--- config.mk ---
export PLATFORM = sky130hd
export DESIGN_NAME = crc_byte_accumulator
export DESIGN_NICKNAME = d
export VERILOG_FILES = /design/src/rtl/crc_byte_accumulator.sv
export SDC_FILE = /design/constraint.sdc
export NUM_CORES = 1
export LEC_CHECK = 0
export CORE_MARGIN = 2
export CORE_UTILIZATION = 25
export CTS_BUF_LIST = sky130_fd_sc_hd__clkbuf_8
export CTS_CLUSTER_DIAMETER = 50
export DETAILED_ROUTE_END_ITERATION = 7
export PLACE_DENSITY_LB_ADDON = 0.25
export SLEW_MARGIN = 5
export SYNTH_ARGS = -nofsm -noshare
export SYNTH_HDL_FRONTEND = slang
export SYNTH_SLANG_ARGS = --single-unit
--- constraint.sdc ---
create_clock -name clk -period 4.3 [get_ports clk]
set_clock_uncertainty 0.2 [all_clocks]
set_input_delay 0.43 -clock clk [delete_from_list [all_inputs] [get_ports clk]]
set_output_delay 0.43 -clock clk [all_outputs]
set_load 0.005 [all_outputs]
--- src/rtl/crc_byte_accumulator.sv ---
// Byte-serial accumulator feeding the CRC datapath: packs 1..MAX_BYTES bytes into a
// little-byte-order 64-bit word plus a zero-based byte count. Optional macro: CRC_ACC_BACK2BACK_EN.
module crc_byte_accumulator #(
    parameter int MAX_BYTES = 8,
    parameter int BYTE_W    = 8
) (
    input  logic              clk,
    input  logic              reset,
    input  logic              in_valid,
    input  logic [BYTE_W-1:0] in_byte,
    input  logic              in_last,
    output logic              in_ready,
    output logic              out_valid,
    input  logic              out_ready,
    output logic [63:0]       out_value,
    output logic [2:0]        out_bytewidth,
    output logic              dbg_state_o
);

    // Handshakes: a beat moves when valid & ready are both high on a rising edge;
    // out_valid is never withdrawn and out_value/out_bytewidth hold until that beat.
    typedef enum logic {
        FILL = 1'b0,
        HOLD = 1'b1
    } state_e;

    localparam logic [3:0] MAX_CNT = 4'(MAX_BYTES);

    state_e      state_q, state_d;
    logic [3:0]  cnt_q, cnt_d;
    logic [63:0] data_q, data_d;

    always_ff @(posedge clk) begin
        if (reset) begin
            state_q <= FILL;
            cnt_q   <= 4'd0;
            data_q  <= 64'd0;
        end else begin
            state_q <= state_d;
            cnt_q   <= cnt_d;
            data_q  <= data_d;
        end
    end

    always_comb begin
        state_d = state_q;
        cnt_d   = cnt_q;
        data_d  = data_q;
        case (state_q)
            FILL: begin
                if (in_valid) begin
                    data_d[{cnt_q[2:0], 3'b000} +: BYTE_W] = in_byte;
                    cnt_d = cnt_q + 4'd1;
                    if (in_last || (cnt_d == MAX_CNT)) begin
                        state_d = HOLD;
                    end
                end
            end
            HOLD: begin
                if (out_ready) begin
                    state_d = FILL;
                    cnt_d   = 4'd0;
                    data_d  = 64'd0;
`ifdef CRC_ACC_BACK2BACK_EN
                    // The byte arriving on the transfer edge starts the next word.
                    if (in_valid) begin
                        data_d = {{(64-BYTE_W){1'b0}}, in_byte};
                        cnt_d  = 4'd1;
                        if (in_last || (MAX_CNT == 4'd1)) begin
                            state_d = HOLD;
                        end
                    end
`endif
                end
            end
            default: state_d = FILL;
        endcase
    end

    always_comb begin
        in_ready      = 1'b1;
        out_valid     = 1'b0;
        out_value     = 64'd0;
        out_bytewidth = 3'd0;
        dbg_state_o   = state_q;
        if (state_q == HOLD) begin
            out_valid     = 1'b1;
            out_value     = data_q;
            // A full 8-byte word has cnt=8, whose low bits wrap to 7 after the decrement.
            out_bytewidth = cnt_q[2:0] - 3'd1;
`ifdef CRC_ACC_BACK2BACK_EN
            in_ready      = out_ready;
`else
            in_ready      = 1'b0;
`endif
        end
    end

endmodule

* Yosys cells after proc, flatten, opt, wreduce, memory -nomap -nowiden
Index checks and enable logic that the tools add are counted.
** Storage, ports and cells
- Bits in registers :: 69
- Word-level logic and storage cells :: 29
- Output and inout port bits :: 70
- Input port bits :: 13
** Cells by class
- Eq/ne operators :: 3
- Add/subtract/negate cells :: 3
- Shift operators :: 2
- Reductions and logical operators :: 2
- Bitwise gates (word level) :: 1
- Mux-type cells :: 15
** Operator list (count)
- two-way mux 64 bit :: 3
- one-hot mux 64 bit (2 select lines) :: 1
- bitwise mux 64 bit :: 1
- variable shift 8 x 8 -> 64 bit, first input constant :: 1
- variable part select 8 x 8 -> 64 bit :: 1
- two-way mux 4 bit :: 2
- negator 6 -> 8 bit :: 1
- one-hot mux 4 bit (2 select lines) :: 1
- two-way mux 1 bit :: 5
- adder 4 x 1 -> 4 bit, second input constant :: 1
- == test 4 bit, second input constant :: 1
- != test 2 bit, second input constant :: 2
- two-way mux 3 bit :: 1
- subtractor 3 x 1 -> 3 bit, second input constant :: 1
- one-hot mux 1 bit (2 select lines) :: 1
- AND reduction 2 bit :: 1
- logical OR 1 bit :: 1
- NOT 1 bit :: 1

* Logic depth before layout (Yosys ltp)
Gate-level depths: netlist (run 1).
- Word-level depth :: 6
- Gate-level depth with buffers :: 9
- Gate-level depth less buffers :: 6

* Least setup slack after synthesis (run 1)
OpenSTA, ideal clock, no wires.
- Path type :: reg-to-reg
- Start :: register cnt_q[0]
- End :: register data_q[32]
- Setup time :: 138 ps
- Buffers on the path :: 3
- Clock period less this slack :: 2697 ps
- Path slack :: 1603 ps
- Data arrival time :: 2359 ps
- Required time :: 3962 ps
- Stages on the path, launching flop included :: 10
- Cells stage by stage :: dfxtp_1 > buf_2 > clkbuf_1 > inv_1 > ha_1 > ha_1 > buf_2 > nor4b_1 > o211ai_2 > mux2i_1
** On the way
- Word-level cells in the longest chain between the ends :: 5
- Elaborated cells between the ends (all ways) :: 6
- Classes of those cells :: add/sub (1); shift (2); mux (3)
** RTL lines
- start, declared :: line 30 : logic [3:0] cnt_q, cnt_d;
- start signal, assigned :: line 40 : cnt_q <= cnt_d;
- negator 6 -> 8 bit (*) :: line 52 : data_d[{cnt_q[2:0], 3'b000} +: BYTE_W] = in_byte;
- variable part select 8 x 8 -> 64 bit or variable shift 8 x 8 -> 64 bit (tied branches) :: line 52
- bitwise mux 64 bit (*) :: line 52
- two-way mux 64 bit (*) :: line 51 : if (in_valid) begin
- one-hot mux 64 bit (2 select lines) (*) :: line 49 : case (state_q)
- end signal, assigned :: line 41 : data_q <= data_d;
- end, declared :: line 31 : logic [63:0] data_q, data_d;
Mark *: on every way between the ends. The rest lies on a longest branch, timed or not. The select of a mux whose other input is x is not followed.
A chain may end at the register's enable or synchronous reset.

* Final worst setup path (run 1)
- Start :: register cnt_q[0]
- End :: register data_q[26]
The elaborated chain is that of the path after synthesis.

==> impl_metrics.csv, run 1 <==
group,metric,value,unit
sta,finalMaxSlewViolations,0,
finish,syn_to_final_growth,31.0,%
clock_tree,postCtsSetupBuffers,0,
clock_tree,numCtsBuffers,9,
clock_tree,cts_hold_buffers,0,
route,remaining_drc_errors,0,
route,viasPerCell,4.67,
critical_path,critPathSlowestCell,"dfxtp_1",
placed_design,place_congestion,0.791,
yosys,ys_seq_area_share,39.9,%
critical_path,critPathMaxFanout,22,
sta,period_minus_slack,3.33,ns
critical_path,path_class,"flip-flop to flip-flop",
global_routing,track_usage,13.4,%
global_routing,grt_pass1_vias,2893,
yosys,syn_area,3470,um^2
power_and_ir_drop,peakVddDrop,0.128,mV
global_routing,grt_overflow,0,
clock_tree,cts.sinks,69,
clock_tree,cts_resized,0,
placed_design,hpwlAfterDp,7.10,mm
clock_tree,cts_root_buf,"clkbuf_8",
sta,setup_tns,0,ns
critical_path,worst_ep_arrival_time,3.40,ns
floorplanning,die-area,14800,um^2
run_status,status,"complete, no violations",
critical_path,critPathMostFrequentCell,"ha_1",
clock_tree,cts_htree_levels,3,
yosys,ys_seq_elements,69,
finish,final_cell_mix,"82 x clkdlybuf4s50_1, 68 x dfxtp_1, 65 x and2_1",
clock_tree,clock_path_buffers,2,
placed_design,place.port_buffers,82,
floorplanning,coreArea,13700,um^2
floorplanning,initial_core_util,25.3,%
route,first_pass_iters,4,
sta,rsz0062_at_grt,"no",
finish,drive_gt1_share,6.36,%
floorplanning,die_w,122,um
floorplanning,rows,43,
global_routing,grt_pass1_wl,15.5,mm
sta,tightest_slew,1.16,ns
yosys,synth_top_cell_by_area,"dfxtp_1",
placed_design,dpl-instance-area,4370,um^2
critical_path,worstPathCellList,"inv_1 > ha_1 > ha_1 > and3b_1 > a32o_1 > mux2i_1",
clock_tree,tritoncts,"yes",
route,wl_per_cell,15.8,um
critical_path,start_kind,"flip-flop",
critical_path,required,4.37,ns
hold_path,min_path_type,"flip-flop to flip-flop",
clock_tree,clk-insertion-delay-late,0.35,ns
route,routed_wl,9.80,mm
yosys,async_flop_share,0,%
yosys,yosys.area.top_type_share,39.9,%
yosys,syn_area_per_cell,9.29,um^2
sta,min_period_over_period,77.3,%
finish,utilization,33.1,%
route,drt_iter0_markers,141,
route,drtAntennaViolNets,0,
yosys,synthCells,373,
sta,fmax,301,MHz
power_and_ir_drop,leakage,1.65,nW
sta,slew_headroom,22.7,%
global_routing,grt_max_degree,84,
job,maxCapViolCount,0,
yosys,synth_ff_type,"dfxtp_1",
yosys,ys_types,43,
yosys,yosys_warnings,0,
finish,nets,456,
clock_tree,path_clk_slew,0.08,ns
critical_path,critPathMaxStageDelay,0.76,ns
yosys,synth_edf_count,0,
sta,hold_viol_final,0,
critical_path,crit_path_end_kind,"flip-flop",
floorplanning,io_pins,83,
finish,final_common_cell,"clkdlybuf4s50_1",
route,vias,2895,
floorplanning,die_y,122,um
sta,setup_viol,0,
power_and_ir_drop,power_density,282,nW/um^2
finish,antenna_cells,0,
finish,fill_cells,1427,
finish,design_area,4540,um^2
yosys,syn-num-nets,394,
global_routing,antenna_found_initial,0,
yosys,synth.area.top_cells,"dfxtp_1 40%, and2_1 12%, mux2i_1 6.9%, o2bb2ai_1 4.0%, o211ai_1 3.7%",
-- cells by family (layout without fill, tap and decap cells) --
| kind of cell | after synthesis | in the layout | share of synthesized area, % |
|---|---|---|---|
| AND/OR/NAND/NOR | 162 | 162 | 29.0 |
| flip-flops | 69 | 69 | 39.9 |
| multiplexers | 24 | 24 | 6.93 |
| XOR/XNOR | 1 | 1 | 0.253 |
| buffers and inverters | 37 | 104 | 5.05 |
| AO/OA/AOI/OAI | 72 | 72 | 16.0 |
| adder cells (fa/ha/maj) | 8 | 8 | 2.89 |
-- path summary, 6_finish.rpt --
path         startpoint    endpoint  slack [ns]  depth (start not counted)
max reg2reg    cnt_q[0]  data_q[26]        0.97                          6
min reg2reg  data_q[53]  data_q[53]        0.26                          1
min          data_q[53]  data_q[53]        0.26                          1
max            cnt_q[0]  data_q[26]        0.97                          6
-- per-stage QoR --
stage                     hold slack [ns]  total power [mW]  std cells  worst slack (ns)
after CTS                           0.263              1.29        620             0.985
final                               0.260              1.28        620             0.974
after global routing                0.280              1.34        620             0.716
after detailed placement            0.242             0.826        604              1.00
after global placement              0.242             0.822        604              1.19
after floorplan                     0.224             0.781        373              1.60
-- report_power, final --
part | switching, mW | internal, mW
Combinational | 0.0930 | 0.0533
Clock | 0.258 | 0.210
Sequential | 0.0190 | 0.646
-- flip-flops by register name, indices dropped and copies added (netlist names) --
register     count
dbg_state_o      1
cnt_q            4
data_q          64
-- cell type report --
cell class	instances	area, um^2	area share (%)
multi-input cells	267	1910	42.0
flip-flops and latches	69	1380	30.4
repair buffers	84	836	18.4
well taps	180	225	4.96
clock buffers	9	124	2.73
clock inverters	7	50.0	1.10
inverters	4	15.0	0.331
-- cell usage after synthesis (2+ instances only) --
| library cell | instances |
|---|---|
| and3b_1 | 11 |
| mux2i_1 | 24 |
| ha_1 | 8 |
| nor2_1 | 7 |
| dfxtp_1 | 69 |
| nand3_1 | 11 |
| nand2_1 | 19 |
| and2_1 | 65 |
| o211ai_1 | 17 |
| clkbuf_1 | 20 |
| buf_6 | 3 |
| a21oi_1 | 21 |
| inv_1 | 4 |
| a22o_1 | 8 |
| nand2b_1 | 16 |
| nand4_1 | 17 |
| nor3_1 | 3 |
| buf_2 | 8 |
| o2bb2ai_1 | 16 |
| a31oi_4 | 2 |
| nor2b_1 | 2 |
-- critical path: cells and delay by family (launching register included) --
kind / cells / cell delay [ns]
adder cells (fa/ha/maj): 2 / 0.80
flip-flops: 1 / 0.76
buffers and inverters: 1 / 0.19
AND/OR/NAND/NOR: 1 / 0.48
multiplexers: 1 / 0.25
AO/OA/AOI/OAI: 1 / 0.56
-- metal layers --
metal / up-vias / GRT usage [%] / wire length, um
met5: - / 0 / 0
met4: 0 / 3.74 / 121
met3: 9 / 3.28 / 460
met2: 55 / 22.0 / 4630
met1: 1384 / 17.6 / 4590
li1: 1447 / - / -
Power figures use the tool's default switching activity.
==> run 2, diff against run 1 <==
==> constraint.sdc (replaced) <==
create_clock -name clk -period 3.1 [get_ports clk]
set_clock_uncertainty 0.2 [all_clocks]
set_input_delay 0.31 -clock clk [delete_from_list [all_inputs] [get_ports clk]]
set_output_delay 0.31 -clock clk [all_outputs]
set_load 0.005 [all_outputs]
==> impl_metrics.csv, run 2 (synthesis results as in run 1) <==
group,metric,value,unit
sta,setup_viol,0,
finish,syn_to_final_growth,32.4,%
sta,rsz0062_at_grt,"no",
run_status,status,"complete, no violations",
hold_path,hp-start,"data_q[4]",
critical_path,regToRegSetupSlack,0.37,ns
clock_tree,path_clk_slew,0.08,ns
critical_path,worst-path-stages,6,
sta,slew_headroom,45.1,%
clock_tree,cts_htree_levels,3,
power_and_ir_drop,finalPower,1.79,mW
critical_path,reg2reg_from,"cnt_q[1]",
critical_path,required,3.17,ns
finish,final_common_cell,"clkdlybuf4s50_1",
clock_tree,clock_path_buffers,2,
clock_tree,tritoncts,"yes",
clock_tree,numCtsBuffers,9,
finish,seq_area,1380,um^2
global_routing,grt_max_degree,58,
floorplanning,rows,43,
finish,largest_register,"data_q",
finish,largest_reg_flops,64,
finish,utilization,33.4,%
floorplanning,coreArea,13700,um^2
critical_path,path_class,"flip-flop to flip-flop",
critical_path,cp_top_family,"adder cells",
power_and_ir_drop,peakVddDrop,0.141,mV
critical_path,crit_end,"data_q[27]",
clock_tree,postCtsSetupBuffers,0,
power_and_ir_drop,leakage,1.68,nW
critical_path,r2r_cells,6,
sta,timing.final.ws_setup,0.375,ns
finish,fill_cells,1423,
global_routing,grt_overflow,0,
sta,hold_viol_final,0,
route,routed_wl,9.82,mm
floorplanning,initial_core_util,25.3,%
floorplanning,io_pins,83,
sta,min_period_over_period,87.9,%
global_routing,grt_pass1_wl,15.5,mm
sta,period_minus_slack,2.73,ns
critical_path,worstPathCellList,"inv_1 > ha_1 > ha_1 > and3b_1 > a32o_1 > mux2i_1",
route,drt_iter0_markers,178,
hold_path,min_path_type,"flip-flop to flip-flop",
critical_path,start_kind,"flip-flop",
placed_design,place_congestion,0.764,
global_routing,track_usage,13.4,%
critical_path,critPathMaxStageDelay,0.55,ns
global_routing,grt_pass1_vias,2931,
critical_path,critPathSlowestCell,"dfxtp_1",
global_routing,antenna_found_initial,0,
placed_design,dpl-instance-area,4410,um^2
critical_path,critPathMostFrequentCell,"ha_1",
clock_tree,cts_resized,0,
clock_tree,cts.sinks,69,
placed_design,place.port_buffers,82,
floorplanning,die_y,122,um
critical_path,critPathMaxFanout,14,
finish,final_cell_mix,"82 x clkdlybuf4s50_1, 68 x dfxtp_1, 65 x and2_1",
job,maxCapViolCount,0,
critical_path,crit_start,"cnt_q[1]",
floorplanning,die_w,122,um
critical_path,crit_path_end_kind,"flip-flop",
route,wl_per_cell,15.7,um
placed_design,pre_cts_slack,0.430,ns
power_and_ir_drop,power_density,390,nW/um^2
clock_tree,cts_hold_buffers,0,
sta,tightest_slew,0.823,ns
route,vias,2899,
critical_path,r2r_end,"data_q[27]",
route,first_pass_iters,4,
finish,multi_input_area,1910,um^2
sta,fmax,367,MHz
route,drtAntennaViolNets,0,
finish,antenna_cells,0,
finish,design_area,4590,um^2
critical_path,critical_path_buf_inv_count,1,
floorplanning,die-area,14800,um^2
sta,setup_tns,0,ns
critical_path,worst_ep_arrival_time,2.79,ns
clock_tree,clk-insertion-delay-late,0.34,ns
finish,drive_gt1_share,7.62,%
placed_design,hpwlAfterDp,7.15,mm
finish,nets,462,
sta,finalMaxSlewViolations,0,
clock_tree,cts_root_buf,"clkbuf_8",
route,remaining_drc_errors,0,
route,viasPerCell,4.63,
[run 2: cell types whose count changed in the layout (fill, tap and decap cells not counted)]
cell        before  now
buf_4            2    8
clkinvlp_4       3    2
clkinv_4         0    2
inv_6            2    1
[run 2: final cells by class]
class                           instances  area share [%]
Multi-Input combinational cell        267            41.6
Sequential cell                        69            30.1
Timing Repair Buffer                   90            19.2
Tap cell                              180            4.91
Clock buffer                            9            2.70
Clock inverter                          7            1.12
Inverter                                4           0.327
[run 2: metal layers]
| layer | GRT usage (%) | vias to the layer above | part of all wire, % |
|---|---|---|---|
| li1 | - | 1458 | - |
| met1 | 18.5 | 1362 | 45 |
| met2 | 21.1 | 75 | 48 |
| met3 | 2.11 | 4 | 5.7 |
| met4 | 5.03 | 0 | 0.71 |
| met5 | 0 | - | 0 |
[run 2: worst min-delay path, delay by kind of cell, from the launching register on]
kind,cells,cell delay [ns]
simple gates,1,0.05
flops,1,0.31
mux,1,0.06
[run 2: how the worst min path moves through the flow]
stage	endpoint	cells after the start
after floorplan	data_q[16]	1
after global placement	data_q[55]	1
after detailed placement	data_q[49]	1
after CTS	data_q[4]	2
after global routing	data_q[55]	1
final	data_q[4]	2
[run 2: per-stage QoR]
stage / cells / hold slack [ns]
after detailed placement: 610 / 0.239
final: 626 / 0.261
after floorplan: 373 / 0.224
after global placement: 610 / 0.241
after CTS: 626 / 0.266
after global routing: 626 / 0.281
[run 2: power breakdown]
group          internal [mW]  leakage (nW)  total [mW]  switching [mW]
logic                 0.0824          1.04       0.227           0.144
clock network          0.292        0.0856       0.651           0.359
registers              0.895         0.557       0.911          0.0154
total                   1.27          1.68        1.79           0.519
==> run 3, diff against run 2 <==
--- a/config.mk
+++ b/config.mk
@@ -9,6 +9,7 @@
 export CORE_UTILIZATION = 25
 export CTS_BUF_LIST = sky130_fd_sc_hd__clkbuf_8
 export CTS_CLUSTER_DIAMETER = 50
+export CTS_CLUSTER_SIZE = 40
 export DETAILED_ROUTE_END_ITERATION = 7
 export PLACE_DENSITY_LB_ADDON = 0.25
 export SLEW_MARGIN = 5
==> results of run 3 <==
No change in the layout: final DEF, timing and power equal those of run 2.
